[config.mk]
export PLATFORM = sky130hd
export DESIGN_NAME = imem_boot_loader
export DESIGN_NICKNAME = d
export VERILOG_FILES = /design/src/rtl/imem_boot_loader.sv
export SDC_FILE = /design/constraint.sdc
export NUM_CORES = 1
export LEC_CHECK = 0
export CAP_MARGIN = 25
export CORE_MARGIN = 2
export CORE_UTILIZATION = 40
export CTS_CLUSTER_DIAMETER = 120
export CTS_CLUSTER_SIZE = 14
export DETAILED_ROUTE_END_ITERATION = 10
export PLACE_DENSITY_LB_ADDON = 0.15
export SYNTH_ARGS = -nofsm -noshare
export SYNTH_HDL_FRONTEND = slang
export SYNTH_SLANG_ARGS = --single-unit
[constraint.sdc]
create_clock -name clk -period 2 [get_ports clk]
set_input_delay 0.2 -clock clk [delete_from_list [all_inputs] [get_ports clk]]
set_output_delay 0.2 -clock clk [all_outputs]
set_load 0.005 [all_outputs]
[src/rtl/imem_boot_loader.sv]
// Boot-time instruction loader: assembles a little-endian byte stream into
// 32-bit words, writes them from word address 0, and holds the core in reset until done.
module imem_boot_loader #(
  parameter int ADDR_WIDTH = 10
) (
  input  logic                  clk,
  input  logic                  rst,
  input  logic                  start,
  input  logic                  byte_valid,
  input  logic [7:0]            byte_data,
  output logic                  byte_ready,
  output logic                  imem_we,
  output logic [ADDR_WIDTH-1:0] imem_addr,
  output logic [31:0]           imem_wdata,
  output logic                  cpu_rst,
  output logic                  busy,
  output logic                  done,
  output logic                  err
);

  typedef enum logic [2:0] {
    IDLE,
    LEN_LO,
    LEN_HI,
    LOAD,
    WRITE,
    DONE,
    ERR
  } loadState_t;

  // One bit wider than the count so a full 2^16-word memory still compares correctly.
  localparam logic [16:0] CAPACITY = 17'd1 << ADDR_WIDTH;

  loadState_t            state;
  loadState_t            nextState;
  logic [7:0]            countLo;
  logic [15:0]           remaining;
  logic [ADDR_WIDTH-1:0] wordAddr;
  logic [1:0]            byteCnt;
  logic [31:0]           wordBuf;
  logic [15:0]           fullCount;
  logic                  xfer;

  assign xfer      = byte_valid && byte_ready;
  assign fullCount = {byte_data, countLo};

  // NOTE: sequential state uses non-blocking assignments so every register
  // samples pre-edge values, regardless of process evaluation order.
  always_ff @(posedge clk or negedge rst) begin
    if (!rst) state <= IDLE;
    else      state <= nextState;
  end

  // NOTE: every combinational output gets a default before the case, so no
  // path leaves it unassigned and no latch is inferred.
  always_comb begin
    nextState = state;
    unique case (state)
      IDLE, DONE, ERR: if (start) nextState = LEN_LO;
      LEN_LO:          if (xfer) nextState = LEN_HI;
      LEN_HI: begin
        if (xfer) begin
          if (fullCount == 16'd0)               nextState = DONE;
          else if ({1'b0, fullCount} > CAPACITY) nextState = ERR;
          else                                  nextState = LOAD;
        end
      end
      LOAD:    if (xfer && byteCnt == 2'd3) nextState = WRITE;
      WRITE:   nextState = (remaining == 16'd1) ? DONE : LOAD;
      default: nextState = IDLE;
    endcase
  end

  always_comb begin
    byte_ready = 1'b0;
    busy       = 1'b0;
    imem_we    = 1'b0;
    cpu_rst    = 1'b0;
    done       = 1'b0;
    err        = 1'b0;
    imem_addr  = wordAddr;
    imem_wdata = wordBuf;
    unique case (state)
      LEN_LO, LEN_HI, LOAD: begin
        byte_ready = 1'b1;
        busy       = 1'b1;
      end
      WRITE: begin
        busy    = 1'b1;
        imem_we = 1'b1;
      end
      DONE: begin
        cpu_rst = 1'b1;
        done    = 1'b1;
      end
      ERR:     err = 1'b1;
      default: ;
    endcase
  end

  // Datapath: length capture, byte assembly and write addressing.
  always_ff @(posedge clk or negedge rst) begin
    if (!rst) begin
      countLo   <= '0;
      remaining <= '0;
      wordAddr  <= '0;
      byteCnt   <= '0;
      wordBuf   <= '0;
    end else begin
      unique case (state)
        IDLE, DONE, ERR: begin
          if (start) begin
            wordAddr <= '0;
            byteCnt  <= '0;
          end
        end
        LEN_LO: if (xfer) countLo <= byte_data;
        LEN_HI: if (xfer) remaining <= fullCount;
        LOAD: begin
          if (xfer) begin
            // Shifting in from the top leaves the first byte in bits 7:0 after four transfers.
            wordBuf <= {byte_data, wordBuf[31:8]};
            byteCnt <= byteCnt + 2'd1;
          end
        end
        WRITE: begin
          wordAddr  <= wordAddr + 1'b1;
          remaining <= remaining - 16'd1;
        end
        default: ;
      endcase
    end
  end

endmodule

Yosys cells after proc, flatten, opt, wreduce, memory -nomap -nowiden
Cells that the tools add are included.

Flip-flop bits (word level): 71. Input bits: 12. Output and inout bits: 48. Word-level logic and storage cells: 59.

Add/sub/neg operators: 3. Order comparisons: 1. Equality and inequality tests: 13. Muxes and demuxes: 20. Reductions and logical operators: 16.

Operator list (number): case mux 16 bit (2 select lines) (1); 2-to-1 mux 3 bit (7); case mux 10 bit (2 select lines) (1); == test 16 x 1 -> 1 bit, second input constant (1); > comparator 16 x 11 -> 1 bit, second input constant (1); zero test 16 bit (1); 2-to-1 mux 16 bit (1); subtractor 16 x 1 -> 16 bit, second input constant (1); case mux 3 bit (5 select lines) (1); adder 10 x 1 -> 10 bit, second input constant (1); 2-to-1 mux 10 bit (1); != test 2 bit, second input constant (5); == test 3 bit, second input constant (3); AND reduction 2 bit (4); == test 3 x 2 -> 1 bit, second input constant (2); nonzero test 2 bit (3); OR reduction 3 bit (2); 2-to-1 mux 1 bit (5); 2-to-1 mux 2 bit (2); case mux 2 bit (2 select lines) (1); AND reduction 4 bit (1); OR reduction 4 bit (1); == test 3 x 1 -> 1 bit, second input constant (1); zero test 3 bit (1); 4 further kinds (5).

Depth between registers and ports, before layout
Gate-level depths: netlist (run 1).

Word-level depth: 7. Depth in mapped cells: 8. Depth with buffers taken out: 7.

Worst setup path after synthesis (run 1)
No wires, ideal clock.

Kind: reg-to-reg. From: register state[0]. To: register remaining[11]. Setup time: 0.120 ns. Data arrival time: 1.543 ns. Data required time: 1.880 ns. Setup slack: 0.337 ns. Stages on the path, launching flop included: 9. Path buffers: 1. Period minus slack after synthesis: 1.663 ns. Path through: dfrtp_1 buf_6 nor2_4 nand2_4 clkinv_2 nand3_4 or4_4 a31oi_1 nand2_1.

Cells in the longest elaborated chain, start to end: 6. Elaborated cells on any way between the ends: 11. Classes of those cells: eq/ne (5); mux (2); reduce/logical (4).

RTL lines: start: declaration (RTL line 34) `loadState_t state;`; start signal: assignment (RTL line 51) `else state <= nextState;`; == test 3 x 1 -> 1 bit (tied with other cells) (RTL line 83) `unique case (state)`; OR reduction 3 bit (RTL line 83); 2-to-1 mux 1 bit (RTL line 83); logical AND 1 bit (RTL line 44) `assign xfer = byte_valid && byte_ready;`; != test 2 bit (no line); AND reduction 2 bit (no line); end signal: assignment (RTL line 118) `LEN_HI: if (xfer) remaining <= fullCount;`; end signal: assignment (RTL line 128) `remaining <= remaining - 16'd1;`; end: declaration (RTL line 37) `logic [15:0] remaining;`.

Parallel ways exist; a longest one is shown, timed or not. A chain may end at the register's enable or synchronous reset.

Worst setup path in the final report (run 1)
From: register state[0]. To: output imem_we.

Cells in the longest elaborated chain, start to end: 2.

RTL lines: == test 3 bit (RTL line 83); 2-to-1 mux 1 bit (RTL line 83); end: declaration (RTL line 12) `output logic imem_we,`.

No other way between the ends.

==> impl_metrics.yaml, run 1 <==
status:
  outcome: "completed"
detailed_routing:
  drt_first_pass_iters: 4
  route.vias.total: 2646
  remaining_drc_errors: 0
  initialDrtViolationCount: 146
  post_drt_wl_per_cell_um: 15.8
  totalWireLength_mm: 7.88
  ant_nets: 0
  via_per_inst: 5.32
synth:
  synth_nets: 323
  top_flip_flop_cell_by_instance_count_after_synthesis: "sky130_fd_sc_hd__dfrtp_1"
  synth_seq_area_share: 0.528
  area_fraction_in_compound_gates_after_synthesis: 0.124
  synth.distinct_cells: 54
  largest_family_of_logic_cells_by_synthesized_area: "simple AND/OR/NAND/NOR gates"
  yosys_register_bits: 71
  synth_area_mm2: 0.00337
  post_synth_xor_area_fraction: 0.00780
  synthMuxAreaShare: 0.140
  synth_enable_flop_cells: 0
  yosys_warnings: 0
  async_reset_ff_frac: 1.00
  synth-adder-area-share: 0.0178
  post_synth.cell_area_avg_um2: 11.0
  synth_cells: 307
  synthSimpleGateAreaFrac: 0.155
power:
  max-vdd-ir-drop_mv: 0.777
  power_density_mw_per_mm2: 1460
  cellLeakagePower_nw: 1.89
critical_path:
  r2r_cells: 6
  timing.setup.critical_path_class: "reg -> out"
  ff2ff_setup_slack_ns: 0.13
  startpoint_type: "flop"
  path_max_fanout: 9
  end_kind: "output port"
  critical_path_required_ns: 1.80
  reg2reg_from: "remaining[7]"
  worst_reg2reg_endpoint: "state[1]"
  worstPathArrival_ns: 1.71
global_routing:
  grt_start_max_net_pins: 37
  grt_pass1_vias: 2636
  antenna_found_initial: 0
  globalRouteOverflowTotal: 0
  grt_pass1_wl_mm: 13.3
  track_usage: 0.190
placed_design:
  portBuffers: 59
  dpl-instance-area_mm2: 0.00422
  dp.final_hpwl_mm: 5.59
  dp_cells: 480
  globalplace.congestion: 0.860
flow_run:
  max_cap_viol_count: 0
layout:
  finalNonFillerCells: 497
  filler_cell_count: 747
  num_antenna_cells: 0
  util_after_layout: 0.545
  layout.nets: 403
  post_route_cells_drive_above_1_share: 0.237
  post_route_cell_area_mm2: 0.00445
  areaGrowthSynthToFinish_pct: 32.3
sta:
  slew_viol_final: 0
  report.final.hold_viol_count: 0
  tightest_slew_ns: 0.548
  finalCritPeriodShare: 0.953
  post-route-min-period_ns: 1.91
  fin_skew_ns: 0.00910
  max_freq_mhz: 525
  slew-limit-headroom: 0.635
  grt_setup_unrepaired: "true"
  finalSetupViolations: 0
floorplan:
  dieHeight_um: 95.7
  dieArea_mm2: 0.00917
  fp.dieW_um: 95.7
  fp.coreArea_mm2: 0.00818
  placement_rows: 33
  ios: 60
  initial_core_util: 0.412
clock_tree:
  cts_made_buffers: 9
  ctsLongestPathBuffers: 2
  cts_root_buf: "sky130_fd_sc_hd__clkbuf_8"
  postCtsSetupRepairBufs: 0
  clkTransAtPathRegs_ns: 0.08
  cts_num_sinks: 71
  clock_tree_from_tritoncts: "yes"
  h_tree_level_count: 3
  worst_skew_pair.late_latency_ns: 0.35
min_path:
  hold_path.class: "in -> async"
logic make-up after synthesis:
family,after synthesis
compound gates,66
flops,71
xor+xnor,3
mux,42
fa+ha+maj,5
simple gates,100
buf+inv,20
state kept, by name, indices dropped and copies added (netlist names):
register and cells:
byteCnt 2, state 3, remaining 16, imem_addr 10, countLo 8, imem_wdata 32
worst max-delay path, stage by stage (launching register included):
cell	delay, ns
sky130_fd_sc_hd__dfrtp_1	0.42
sky130_fd_sc_hd__nor2_4	0.16
sky130_fd_sc_hd__nand2_4	0.08
sky130_fd_sc_hd__clkinv_2	0.14
sky130_fd_sc_hd__clkdlybuf4s50_1	0.56
worst max-delay path by stage:
stage / cells past startpoint / to / start
3_5_place_dp: 6 / state[1] / remaining[12]
4_1_cts: 4 / err / state[0]
6_report: 4 / imem_we / state[0]
3_3_place_gp: 6 / state[1] / remaining[12]
2_1_floorplan: 8 / remaining[11] / state[0]
5_1_grt: 4 / imem_we / state[0]
layout by cell type, fill, tap and decap left out, drive strengths merged, types with 3 or more instances in the layout:
cell type and count:
or3 3, and3 3, clkinv 3, nand2 24, clkdlybuf4s50 56, nand3 11, nand2b 5, clkbuf 9
nor2 28, dfrtp 71, o211ai 5, ha 4, nor3 12, a21oi 7, o21ai 26, inv 10
a211oi 4, buf 22, nor4 4, mux2 41, a31oi 7
routing by layer:
layer,GRT usage,share of wire
met5,0,0
met1,0.256,0.47
met3,0.0454,0.035
met2,0.302,0.49
met4,0.0643,0.011
cell type report:
type | count | area (um2) | share of cell area
Timing Repair Buffer | 81 | 800 | 0.179
Inverter | 8 | 31.3 | 0.00702
Clock inverter | 7 | 77.6 | 0.0174
Multi-Input combinational cell | 216 | 1510 | 0.340
Sequential cell | 71 | 1780 | 0.399
Clock buffer | 9 | 124 | 0.0278
Tap cell | 105 | 131 | 0.0295
report_power, final:
part	leakage, nW	internal (W)	switching [W]
Combinational	0.918	0.00161	0.00107
Sequential	0.869	0.00208	0.000578
Clock	0.101	0.000589	0.000590
what timing repair did:
item	CTS	global route
hold buffers	1	0
resized for setup	4	5
hold endpoints to repair	20	0
gates cloned	0	0
setup endpoints to repair	3	4
cells in the mapped netlist, types with 2 or more instances:
library cell,instances,area share
sky130_fd_sc_hd__inv_1,7,0.0078
sky130_fd_sc_hd__ha_1,4,0.015
sky130_fd_sc_hd__dfrtp_1,71,0.53
sky130_fd_sc_hd__a31oi_1,7,0.013
sky130_fd_sc_hd__o21ai_0,25,0.037
sky130_fd_sc_hd__a21oi_1,7,0.010
sky130_fd_sc_hd__o311ai_0,2,0.0052
sky130_fd_sc_hd__xnor2_1,2,0.0052
sky130_fd_sc_hd__buf_2,5,0.0074
sky130_fd_sc_hd__nand2b_1,5,0.0093
sky130_fd_sc_hd__nor4_1,4,0.0074
sky130_fd_sc_hd__clkbuf_1,5,0.0056
sky130_fd_sc_hd__or3_1,3,0.0056
sky130_fd_sc_hd__or4_4,2,0.0067
sky130_fd_sc_hd__and3_1,3,0.0056
sky130_fd_sc_hd__nor2b_1,2,0.0037
sky130_fd_sc_hd__mux2_2,41,0.14
sky130_fd_sc_hd__nand2_1,23,0.026
sky130_fd_sc_hd__o31ai_1,2,0.0045
sky130_fd_sc_hd__nor2_1,26,0.029
sky130_fd_sc_hd__nor3_1,12,0.018
sky130_fd_sc_hd__nand3_1,8,0.012
sky130_fd_sc_hd__nand3_2,2,0.0059
sky130_fd_sc_hd__a211oi_1,4,0.0089
sky130_fd_sc_hd__o211ai_1,5,0.011
sky130_fd_sc_hd__o22ai_1,2,0.0037
through the flow:
step	power [W]	setup TNS (ns)	hold slack, ns	setup slack (ns)
after floorplan	0.00397	0	-0.0956	0.337
after global placement	0.00530	0	0.214	0.248
after global routing	0.00700	-0.00383	0.399	-0.00371
after CTS	0.00657	0	0.377	0.0330
final	0.00652	0	0.364	0.0937
after detailed placement	0.00535	0	0.221	0.179
Power figures use the tool's default switching activity.
==> run 2, diff against run 1 <==
Settings changed: CAP_MARGIN 25 to unset.
==> results of run 2 <==
The final DEF is identical to that of run 1; final timing and power are the same.
